==> src/rtl/vram_arbiter_pkg.sv <==
`default_nettype none
// ============================================================================
// Module      : vram_arbiter_pkg
// Description : Shared constants and state encoding for the VRAM arbiter.
//               VRAM_BASE / VRAM_END bound the CPU address window that the
//               arbiter's mem_busy applies to. The arbiter state machine
//               uses the 2-bit encoding below.
// Revision    : 1.0 - initial release
// ============================================================================
package vram_arbiter_pkg;

    localparam logic [15:0] VRAM_BASE = 16'h4000;
    localparam logic [15:0] VRAM_END  = 16'h5fff;

    typedef logic [1:0] arb_state_t;

    localparam arb_state_t c_ST_IDLE       = 2'd0;
    localparam arb_state_t c_ST_DISP_ISSUE = 2'd1;
    localparam arb_state_t c_ST_DISP_DATA  = 2'd2;
    localparam arb_state_t c_ST_GAP        = 2'd3;

    // True when a CPU byte address falls inside the VRAM window.
    function automatic logic in_vram_window(input logic [15:0] cpu_byte_addr);
        return (cpu_byte_addr >= VRAM_BASE) && (cpu_byte_addr <= VRAM_END);
    endfunction

endpackage
`default_nettype wire

==> src/rtl/vram_arbiter.sv <==
`default_nettype none
// ============================================================================
// Module      : vram_arbiter
// Description : Shares the single-port VRAM (1-cycle registered read) between
//               the CPU and the display scanout engine. The display has strict
//               priority; after each display access the CPU owns the RAM for at
//               least CPU_GAP cycles.
// Ports       : clk, reset (async, active-low)
//               cpu_en/cpu_we/cpu_addr/cpu_wdata -> CPU request
//               cpu_rdata                        <- last CPU read result
//               mem_busy                         <- CPU must not access VRAM
//               disp_req/disp_addr               -> display fetch request
//               disp_rdata/disp_valid            <- display fetch result
//               disp_overrun                     <- sticky request overrun
//               ram_addr/ram_we/ram_wdata        -> VRAM macro
//               ram_rdata                        <- VRAM read data
// Revision    : 1.0 - initial release
// ============================================================================
module vram_arbiter
    import vram_arbiter_pkg::*;
#(
    parameter int ADDR_W  = 13,
    parameter int DATA_W  = 16,
    parameter int CPU_GAP = 2
) (
    input  logic              clk,
    input  logic              reset,
    input  logic              cpu_en,
    input  logic              cpu_we,
    input  logic [ADDR_W-1:0] cpu_addr,
    input  logic [DATA_W-1:0] cpu_wdata,
    output logic [DATA_W-1:0] cpu_rdata,
    output logic              mem_busy,
    input  logic              disp_req,
    input  logic [ADDR_W-1:0] disp_addr,
    output logic [DATA_W-1:0] disp_rdata,
    output logic              disp_valid,
    output logic              disp_overrun,
    output logic [ADDR_W-1:0] ram_addr,
    output logic              ram_we,
    output logic [DATA_W-1:0] ram_wdata,
    input  logic [DATA_W-1:0] ram_rdata
);

    localparam int c_CNT_W = (CPU_GAP < 2) ? 1 : $clog2(CPU_GAP + 1);
    localparam logic [c_CNT_W-1:0] c_GAP_LOAD = c_CNT_W'(CPU_GAP);
    localparam logic [c_CNT_W-1:0] c_GAP_ONE  = c_CNT_W'(1);

    arb_state_t          r_state;
    arb_state_t          w_next_state;
    logic [c_CNT_W-1:0]  r_gap_cnt;
    logic                r_pend_v;
    logic [ADDR_W-1:0]   r_pend_addr;
    logic [ADDR_W-1:0]   r_issue_addr;
    logic                r_mem_busy;
    logic                r_cpu_inflight;
    logic [DATA_W-1:0]   r_cpu_rdata;
    logic [DATA_W-1:0]   r_disp_rdata;
    logic                r_disp_valid;
    logic                r_disp_overrun;
    logic                w_enter_issue;
    logic                w_cpu_acc;

    // ------------------------------------------------------------------------
    // Next-state logic
    // ------------------------------------------------------------------------
    always_comb begin
        w_next_state = r_state;
        case (r_state)
            c_ST_IDLE:       if (r_pend_v || disp_req) w_next_state = c_ST_DISP_ISSUE;
            c_ST_DISP_ISSUE: w_next_state = c_ST_DISP_DATA;
            c_ST_DISP_DATA:  w_next_state = c_ST_GAP;
            c_ST_GAP:        if (r_gap_cnt <= c_GAP_ONE) w_next_state = c_ST_IDLE;
            default:         w_next_state = c_ST_IDLE;
        endcase
    end

    assign w_enter_issue = (r_state == c_ST_IDLE) && (r_pend_v || disp_req);

    // mem_busy is registered, so a low value guarantees the arbiter is not in
    // a display state this cycle and the CPU can drive the RAM directly.
    assign w_cpu_acc = cpu_en && !r_mem_busy;

    // ------------------------------------------------------------------------
    // RAM port mux
    // ------------------------------------------------------------------------
    always_comb begin
        ram_addr  = '0;
        ram_we    = 1'b0;
        ram_wdata = '0;
        if (r_state == c_ST_DISP_ISSUE) begin
            ram_addr = r_issue_addr;
        end else if (w_cpu_acc) begin
            ram_addr  = cpu_addr;
            ram_we    = cpu_we;
            ram_wdata = cpu_wdata;
        end
    end

    // ------------------------------------------------------------------------
    // State machine, GAP counter and pending slot
    // ------------------------------------------------------------------------
    always_ff @(posedge clk or negedge reset) begin
        if (!reset) begin
            r_state        <= c_ST_IDLE;
            r_gap_cnt      <= '0;
            r_mem_busy     <= 1'b0;
            r_pend_v       <= 1'b0;
            r_pend_addr    <= '0;
            r_issue_addr   <= '0;
            r_disp_overrun <= 1'b0;
        end else begin
            r_state    <= w_next_state;
            r_mem_busy <= (w_next_state == c_ST_DISP_ISSUE) ||
                          (w_next_state == c_ST_DISP_DATA);

            if (r_state == c_ST_DISP_DATA) begin
                r_gap_cnt <= c_GAP_LOAD;
            end else if (r_state == c_ST_GAP) begin
                r_gap_cnt <= r_gap_cnt - c_GAP_ONE;
            end

            // The address being issued is latched separately so that a request
            // arriving in the same cycle the slot drains can refill the slot.
            if (w_enter_issue) begin
                r_issue_addr <= r_pend_v ? r_pend_addr : disp_addr;
                r_pend_v     <= r_pend_v && disp_req;
                if (r_pend_v && disp_req) begin
                    r_pend_addr <= disp_addr;
                end
            end else if (disp_req) begin
                if (r_pend_v) begin
                    r_disp_overrun <= 1'b1;
                end else begin
                    r_pend_v    <= 1'b1;
                    r_pend_addr <= disp_addr;
                end
            end
        end
    end

    // ------------------------------------------------------------------------
    // Read data return paths
    // ------------------------------------------------------------------------
    always_ff @(posedge clk or negedge reset) begin
        if (!reset) begin
            r_cpu_inflight <= 1'b0;
            r_cpu_rdata    <= '0;
            r_disp_rdata   <= '0;
            r_disp_valid   <= 1'b0;
        end else begin
            // CPU read data returns one cycle after acceptance regardless of
            // what the state machine has moved on to.
            r_cpu_inflight <= w_cpu_acc && !cpu_we;
            if (r_cpu_inflight) begin
                r_cpu_rdata <= ram_rdata;
            end

            r_disp_valid <= (r_state == c_ST_DISP_DATA);
            if (r_state == c_ST_DISP_DATA) begin
                r_disp_rdata <= ram_rdata;
            end
        end
    end

    assign mem_busy     = r_mem_busy;
    assign cpu_rdata    = r_cpu_rdata;
    assign disp_rdata   = r_disp_rdata;
    assign disp_valid   = r_disp_valid;
    assign disp_overrun = r_disp_overrun;

endmodule
`default_nettype wire

==> config.mk <==
export PLATFORM = sky130hd
export DESIGN_NAME = vram_arbiter
export DESIGN_NICKNAME = d
export VERILOG_FILES = /design/src/rtl/vram_arbiter_pkg.sv /design/src/rtl/vram_arbiter.sv
export SDC_FILE = /design/constraint.sdc
export NUM_CORES = 1
export LEC_CHECK = 0
export ABC_AREA = 1
export BUFFER_PORTS_ARGS = -buffer_cell sky130_fd_sc_hd__buf_2
export CAP_MARGIN = 20
export CORE_UTILIZATION = 35
export DETAILED_ROUTE_END_ITERATION = 10
export GPL_ROUTABILITY_DRIVEN = 0
export MAX_ROUTING_LAYER = met4
export PLACE_DENSITY = 0.64
export SYNTH_ARGS = -nofsm -noshare
export SYNTH_HDL_FRONTEND = slang
export SYNTH_SLANG_ARGS = --single-unit
==> constraint.sdc <==
create_clock -name clk -period 3.28 [get_ports clk]
set_input_delay 0.164 -clock clk [delete_from_list [all_inputs] [get_ports clk]]
set_output_delay 0.164 -clock clk [all_outputs]
set_load 0.03 [all_outputs]
After elaboration in Yosys (flattened, before gate mapping)
Cells that the tools add are included.
{"block": "classes", "n_addsub": 1, "order_cmp": 1, "n_eq_ne": 6, "muxes": 17, "bitwise_logic": 1, "reduce_logical": 13}
{"cell": "$mux W13", "count": 6}
{"cell": "$mux W16", "count": 2}
{"cell": "$mux W2", "count": 4}
{"cell": "$pmux W2 S4", "count": 1}
{"cell": "$eq A2 B2 Y1 const B", "count": 3}
{"cell": "$eq A2 B1 Y1 const B", "count": 2}
{"cell": "$logic_and A1 B1 Y1", "count": 4}
{"cell": "$mux W1", "count": 4}
{"cell": "$reduce_bool A2 Y1", "count": 2}
{"cell": "$reduce_and A3 Y1", "count": 1}
{"cell": "$le A2 B1 Y1 const B", "count": 1}
{"cell": "$logic_not A1 Y1", "count": 2}
{"cell": "$logic_not A2 Y1", "count": 1}
{"cell": "$logic_or A1 B1 Y1", "count": 2}
{"cell": "$ne A2 B1 Y1 const B", "count": 1}
{"cell": "$reduce_and A2 Y1", "count": 1}
{"cell": "$sub A2 B1 Y2 const B", "count": 1}
{"cell": "$not A1 Y1", "count": 1}
{"block": "totals", "reg_bits": 67, "input_bits": 63}

Depth between registers and ports, before layout
{"block": "logic_depth", "depth_word": 5, "mapped_depth": 7, "ltp_nobuf": 6}

Worst setup path after synthesis
Ideal clock, no wire load.
{"block": "synth_path", "kind": "flip-flop to output port", "from": "register r_mem_busy, in the netlist mem_busy", "to": "output port ram_wdata[10]", "arrival_time_ns": 1.528, "t_required_ns": 3.116, "setup_slack_ns": 1.588, "path_stages_with_launch": 5, "path_buffers": 1, "path_cell_list": "dfrtp_1 -> nor2_2 -> clkinv_1 -> buf_2 -> nor2_1"}
{"block": "synth_via", "elab_chain_len": 4}
{"element": "from (decl)", "line_no": "vram_arbiter.sv:55", "source": "logic r_mem_busy;"}
{"element": "from (signal assigned)", "line_no": "vram_arbiter.sv:114", "source": "r_mem_busy <= (w_next_state == c_ST_DISP_ISSUE) ||"}
{"element": "$logic_not A1 Y1", "line_no": "vram_arbiter.sv:82", "source": "assign w_cpu_acc = cpu_en && !r_mem_busy;"}
{"element": "$logic_and A1 B1 Y1", "line_no": "vram_arbiter.sv:82"}
{"element": "$mux W16", "line_no": "vram_arbiter.sv:93", "source": "end else if (w_cpu_acc) begin"}
{"element": "$mux W16", "line_no": "vram_arbiter.sv:91", "source": "if (r_state == c_ST_DISP_ISSUE) begin"}
{"element": "to (decl)", "line_no": "vram_arbiter.sv:41", "source": "output logic [DATA_W-1:0] ram_wdata,"}
No other way between the ends.

Final worst setup path
{"block": "layout_path", "from": "register r_mem_busy, in the netlist mem_busy", "to": "output port ram_wdata[9]"}
Same word-level chain as after synthesis.

==> results.txt <==
- The flow ran to the end, and the final reports show no timing, DRC or antenna violations.
* Mapped Avg Cell Area: between 7 and 8 sq um
- For this run, the total global-route usage over all layers was measured as 0.191.
- Yosys warnings: 0
* Share of async-settable or async-resettable flops after synthesis: 1.00
- Required @ worst endpoint: 3.12 ns
* Detailed Route WL: 8530 um
- The worst setup path is launched from a flop.
- The share of synthesized area in the top cell type comes to 0.512.
* Total clock sinks: 67
* Nets: 594
* CTS Root Buffer Type: sky130_fd_sc_hd__clkbuf_8
* Worst vdd rail ir drop: 0.462 mV
- Synthesis-to-layout area growth: 27.2%
* RR Startpoint: r_pend_v
* Port Buffer Count: 127
* Cell Area, Placed: 0.00392 sq mm
- Count of final max-slew check failures: 0
- The first global-routing pass estimated 14100 um of wire.
* Row count: 34
- Largest cells by area after synthesis: sky130_fd_sc_hd__dfrtp_1 51%, sky130_fd_sc_hd__nand2_1 17%, sky130_fd_sc_hd__nand3_1 9.9%
- For this block, the initial DRC count from the detailed router was 143.
* Worst-skew pair later-pin latency: ~0.35 ns
- Seq/Total Area, Yosys: 0.512
- Routed via count: 3104
* Number of buffers inserted during clock tree synthesis: 9
* Power density over the cells: 1070 mW/mm^2
* Antenna viol nets, final: 0
- After clock tree synthesis, the clock-pin slew on the worst setup and hold paths is 0.08 ns.
- Entering global routing, the biggest net connects 43 pins.
* Multi-input gate area in the final layout: 0.00132 sq mm
- Half-perimeter wire length after placement: roughly 6300 um
- Mapped cell area: 0.00327 sq mm
* EDFF count, synth: 0
- After detailed routing, the number of vias per cell comes to approximately 4.8.
- Pin placement for this block handled between 100 and 150 I/O pins.
* Die Width: 98.7 um
- In this run the register-to-register setup slack is approximately 1.2 ns.
- The worst path in the final design needs a cycle of 2.44 ns, including I/O delays and setup.
* Number of inserted filler cells in the final layout: 874
* Normalized max-slew margin: 0.543
- In this run the standard cell core region covers approximately 0.009 sq mm.
- Number of non-filler instances in the completed layout: 644
- Across the routed clock network, the largest skew measured is 0.00781 ns.
- Endpoint kind of the worst setup timing path: output pin
* Total negative slack: 0 ns
- Post-route DRC: 0
* Cell type with the largest total area after synthesis: sky130_fd_sc_hd__dfrtp_1
- After routing the design area is 0.00416 sq mm.
* Buffer depth of the longest clock path: 2
- The worst setup path is of the flop to output pin kind.
- Yosys mapped the design onto 23 distinct sky130hd cell types.
- Counting every net in the synthesized netlist gives 474.
* Pleak: 0.00237 uW
- The die covers ~0.01 sq mm.
- Setup violations remaining at the end of the flow were counted as 0.
- Share of final-layout standard cells stronger than drive strength 1: 0.308
* WHS: 0.0277 ns
* Post-CTS repair timing setup buffer count: 0
- Following the worst setup path forward leads to its endpoint at ram_wdata[9].
- Most instantiated cells after synthesis: 145 x sky130_fd_sc_hd__nand2_1, 67 x sky130_fd_sc_hd__dfrtp_1, 65 x sky130_fd_sc_hd__nand3_1, 34 x sky130_fd_sc_hd__inv_1, 23 x sky130_fd_sc_hd__nor2_1
- In the post-synthesis netlist, the cell with the most instances is sky130_fd_sc_hd__nand2_1.
* Critical path arrival: 2.27 ns
* Remaining global-route overflow: 0
* RSZ-0062 raised after global routing: no
* Post-synthesis instance total: around 400
* Antenna violations before repair: 1
- Wire length per cell: 13.2 um
- Initial standard-cell utilization of the core: 0.368
* Register Area: ~0.0017 sq mm
- Along the worst path, the maximum fanout reaches 18.
- Crit path launch: mem_busy
- For the pin with the worst max-slew slack, the measured transition is 0.686 ns.
- The number of hold violations in the final report came to 0.
* Die Span Y: 98.7 um
- Hold buffers post-CTS: 2
- The number of global-route vias before repair came to about 2800.
- The H-tree was split into 3 levels.
* Post-synthesis register bit count: 67
- Max Cap Violations: 0
- Timing would allow up to a little over 400 MHz.
* Final period util: 0.743
- The number of cells on the worst reg-to-reg path is 4.
- Crit Reg-Reg Endpoint: r_pend_addr[3]
- The first detailed-routing pass took 5 iterations.
- Most used flip-flop cell after synthesis: sky130_fd_sc_hd__dfrtp_1
- Placed cells: 625
- Post-cts gate resize count: 0
- Clock tree from TritonCTS: yes
* Worst min path class: input pin to flop
[through the flow]
stage | utilization | setup slack (ns) | power, uW
after floorplan | - | 1.59 | 3170
after global placement | 0.441 | 1.25 | 3670
after detailed placement | 0.441 | 1.19 | 3740
after CTS | 0.468 | 0.807 | 4500
after global routing | 0.468 | 0.645 | 4820
final | 0.468 | 0.842 | 4460
[cells in the final DEF (no fill, tap or decap)]
cell | Yosys | layout
sky130_fd_sc_hd__mux2_2 | 13 | 13
sky130_fd_sc_hd__inv_2 | 2 | 2
sky130_fd_sc_hd__diode_2 | 0 | 1
sky130_fd_sc_hd__ha_1 | 1 | 1
sky130_fd_sc_hd__o21ai_2 | 1 | 1
sky130_fd_sc_hd__dfrtp_1 | 67 | 67
sky130_fd_sc_hd__clkinvlp_4 | 0 | 1
sky130_fd_sc_hd__a21oi_1 | 4 | 4
sky130_fd_sc_hd__inv_1 | 34 | 34
sky130_fd_sc_hd__clkinv_4 | 0 | 2
sky130_fd_sc_hd__nand2_2 | 2 | 2
sky130_fd_sc_hd__nor2_2 | 1 | 1
sky130_fd_sc_hd__o21ai_1 | 14 | 14
sky130_fd_sc_hd__nand2_1 | 145 | 145
sky130_fd_sc_hd__clkinv_2 | 0 | 1
sky130_fd_sc_hd__nand2_4 | 1 | 1
sky130_fd_sc_hd__nand3_1 | 65 | 65
sky130_fd_sc_hd__clkbuf_1 | 2 | 1
sky130_fd_sc_hd__buf_4 | 8 | 1
sky130_fd_sc_hd__dlygate4sd3_1 | 0 | 2
sky130_fd_sc_hd__o21bai_1 | 1 | 1
sky130_fd_sc_hd__bufinv_16 | 0 | 2
sky130_fd_sc_hd__clkinv_1 | 1 | 1
sky130_fd_sc_hd__clkbuf_8 | 0 | 9
sky130_fd_sc_hd__nor2_4 | 1 | 1
sky130_fd_sc_hd__buf_2 | 10 | 127
sky130_fd_sc_hd__nor2_1 | 23 | 23
sky130_fd_sc_hd__o21ai_0 | 12 | 12
sky130_fd_sc_hd__inv_4 | 1 | 1
[cell type report]
| cell class | instances | share of cell area |
|---|---|---|
| flip-flops and latches | 67 | 0.403 |
| multi-input cells | 284 | 0.318 |
| repair buffers | 130 | 0.159 |
| inverters | 38 | 0.0349 |
| well taps | 108 | 0.0325 |
| clock buffers | 10 | 0.0307 |
| clock inverters | 6 | 0.0216 |
| diodes | 1 | 0.000601 |
[worst min-delay path by stage]
stage | from | cells past startpoint | to | slack (ns)
final | ram_rdata[1] | 3 | disp_rdata[1] | 0.03
after global routing | ram_rdata[1] | 3 | disp_rdata[1] | 0.02
after CTS | ram_rdata[8] | 3 | disp_rdata[8] | 0.01
after detailed placement | reset | 1 | cpu_rdata[10] | 0.19
after global placement | reset | 1 | cpu_rdata[10] | 0.18
after floorplan | reset | 0 | cpu_rdata[0] | -0.13
[metal layers]
| metal | global-route usage | part of all wire | vias to the layer above |
|---|---|---|---|
| li1 | - | - | 1541 |
| met4 | 0.0448 | 0.0029 | 0 |
| met1 | 0.249 | 0.46 | 1423 |
| met3 | 0.0567 | 0.077 | 4 |
| met2 | 0.294 | 0.46 | 136 |
| met5 | - | 0 | - |
[flip-flops by register name, indices dropped and copies added, names as in the netlist]
signal and count:
cpu_rdata 16, disp_rdata 16, r_issue_addr 13, r_pend_addr 13, r_gap_cnt 2, r_state 2
disp_overrun 1, disp_valid 1, mem_busy 1, r_cpu_inflight 1, r_pend_v 1
[report_power, final]
group,internal (uW),switching [uW],leakage [uW]
clock network,429,320,0.000106
registers,1220,248,0.000804
logic,669,1580,0.00146
total,2320,2140,0.00237
[cell families after synthesis]
kind of cell               after synthesis  synth area share
AOI/OAI and AO/OA                       32            0.0508
adders and majority gates                1           0.00382
DFF                                     67             0.512
buffers and inverters                   59            0.0837
and+or+nand+nor                        238             0.305
muxes                                   13            0.0447
[worst max-delay path, stage by stage, from the launching register on]
cell and delay, ns:
sky130_fd_sc_hd__dfrtp_1 0.39, sky130_fd_sc_hd__nor2_2 0.49, sky130_fd_sc_hd__clkinv_1 0.56, sky130_fd_sc_hd__nor2_1 0.26, sky130_fd_sc_hd__buf_2 0.23
Power figures use the tool's default switching activity.
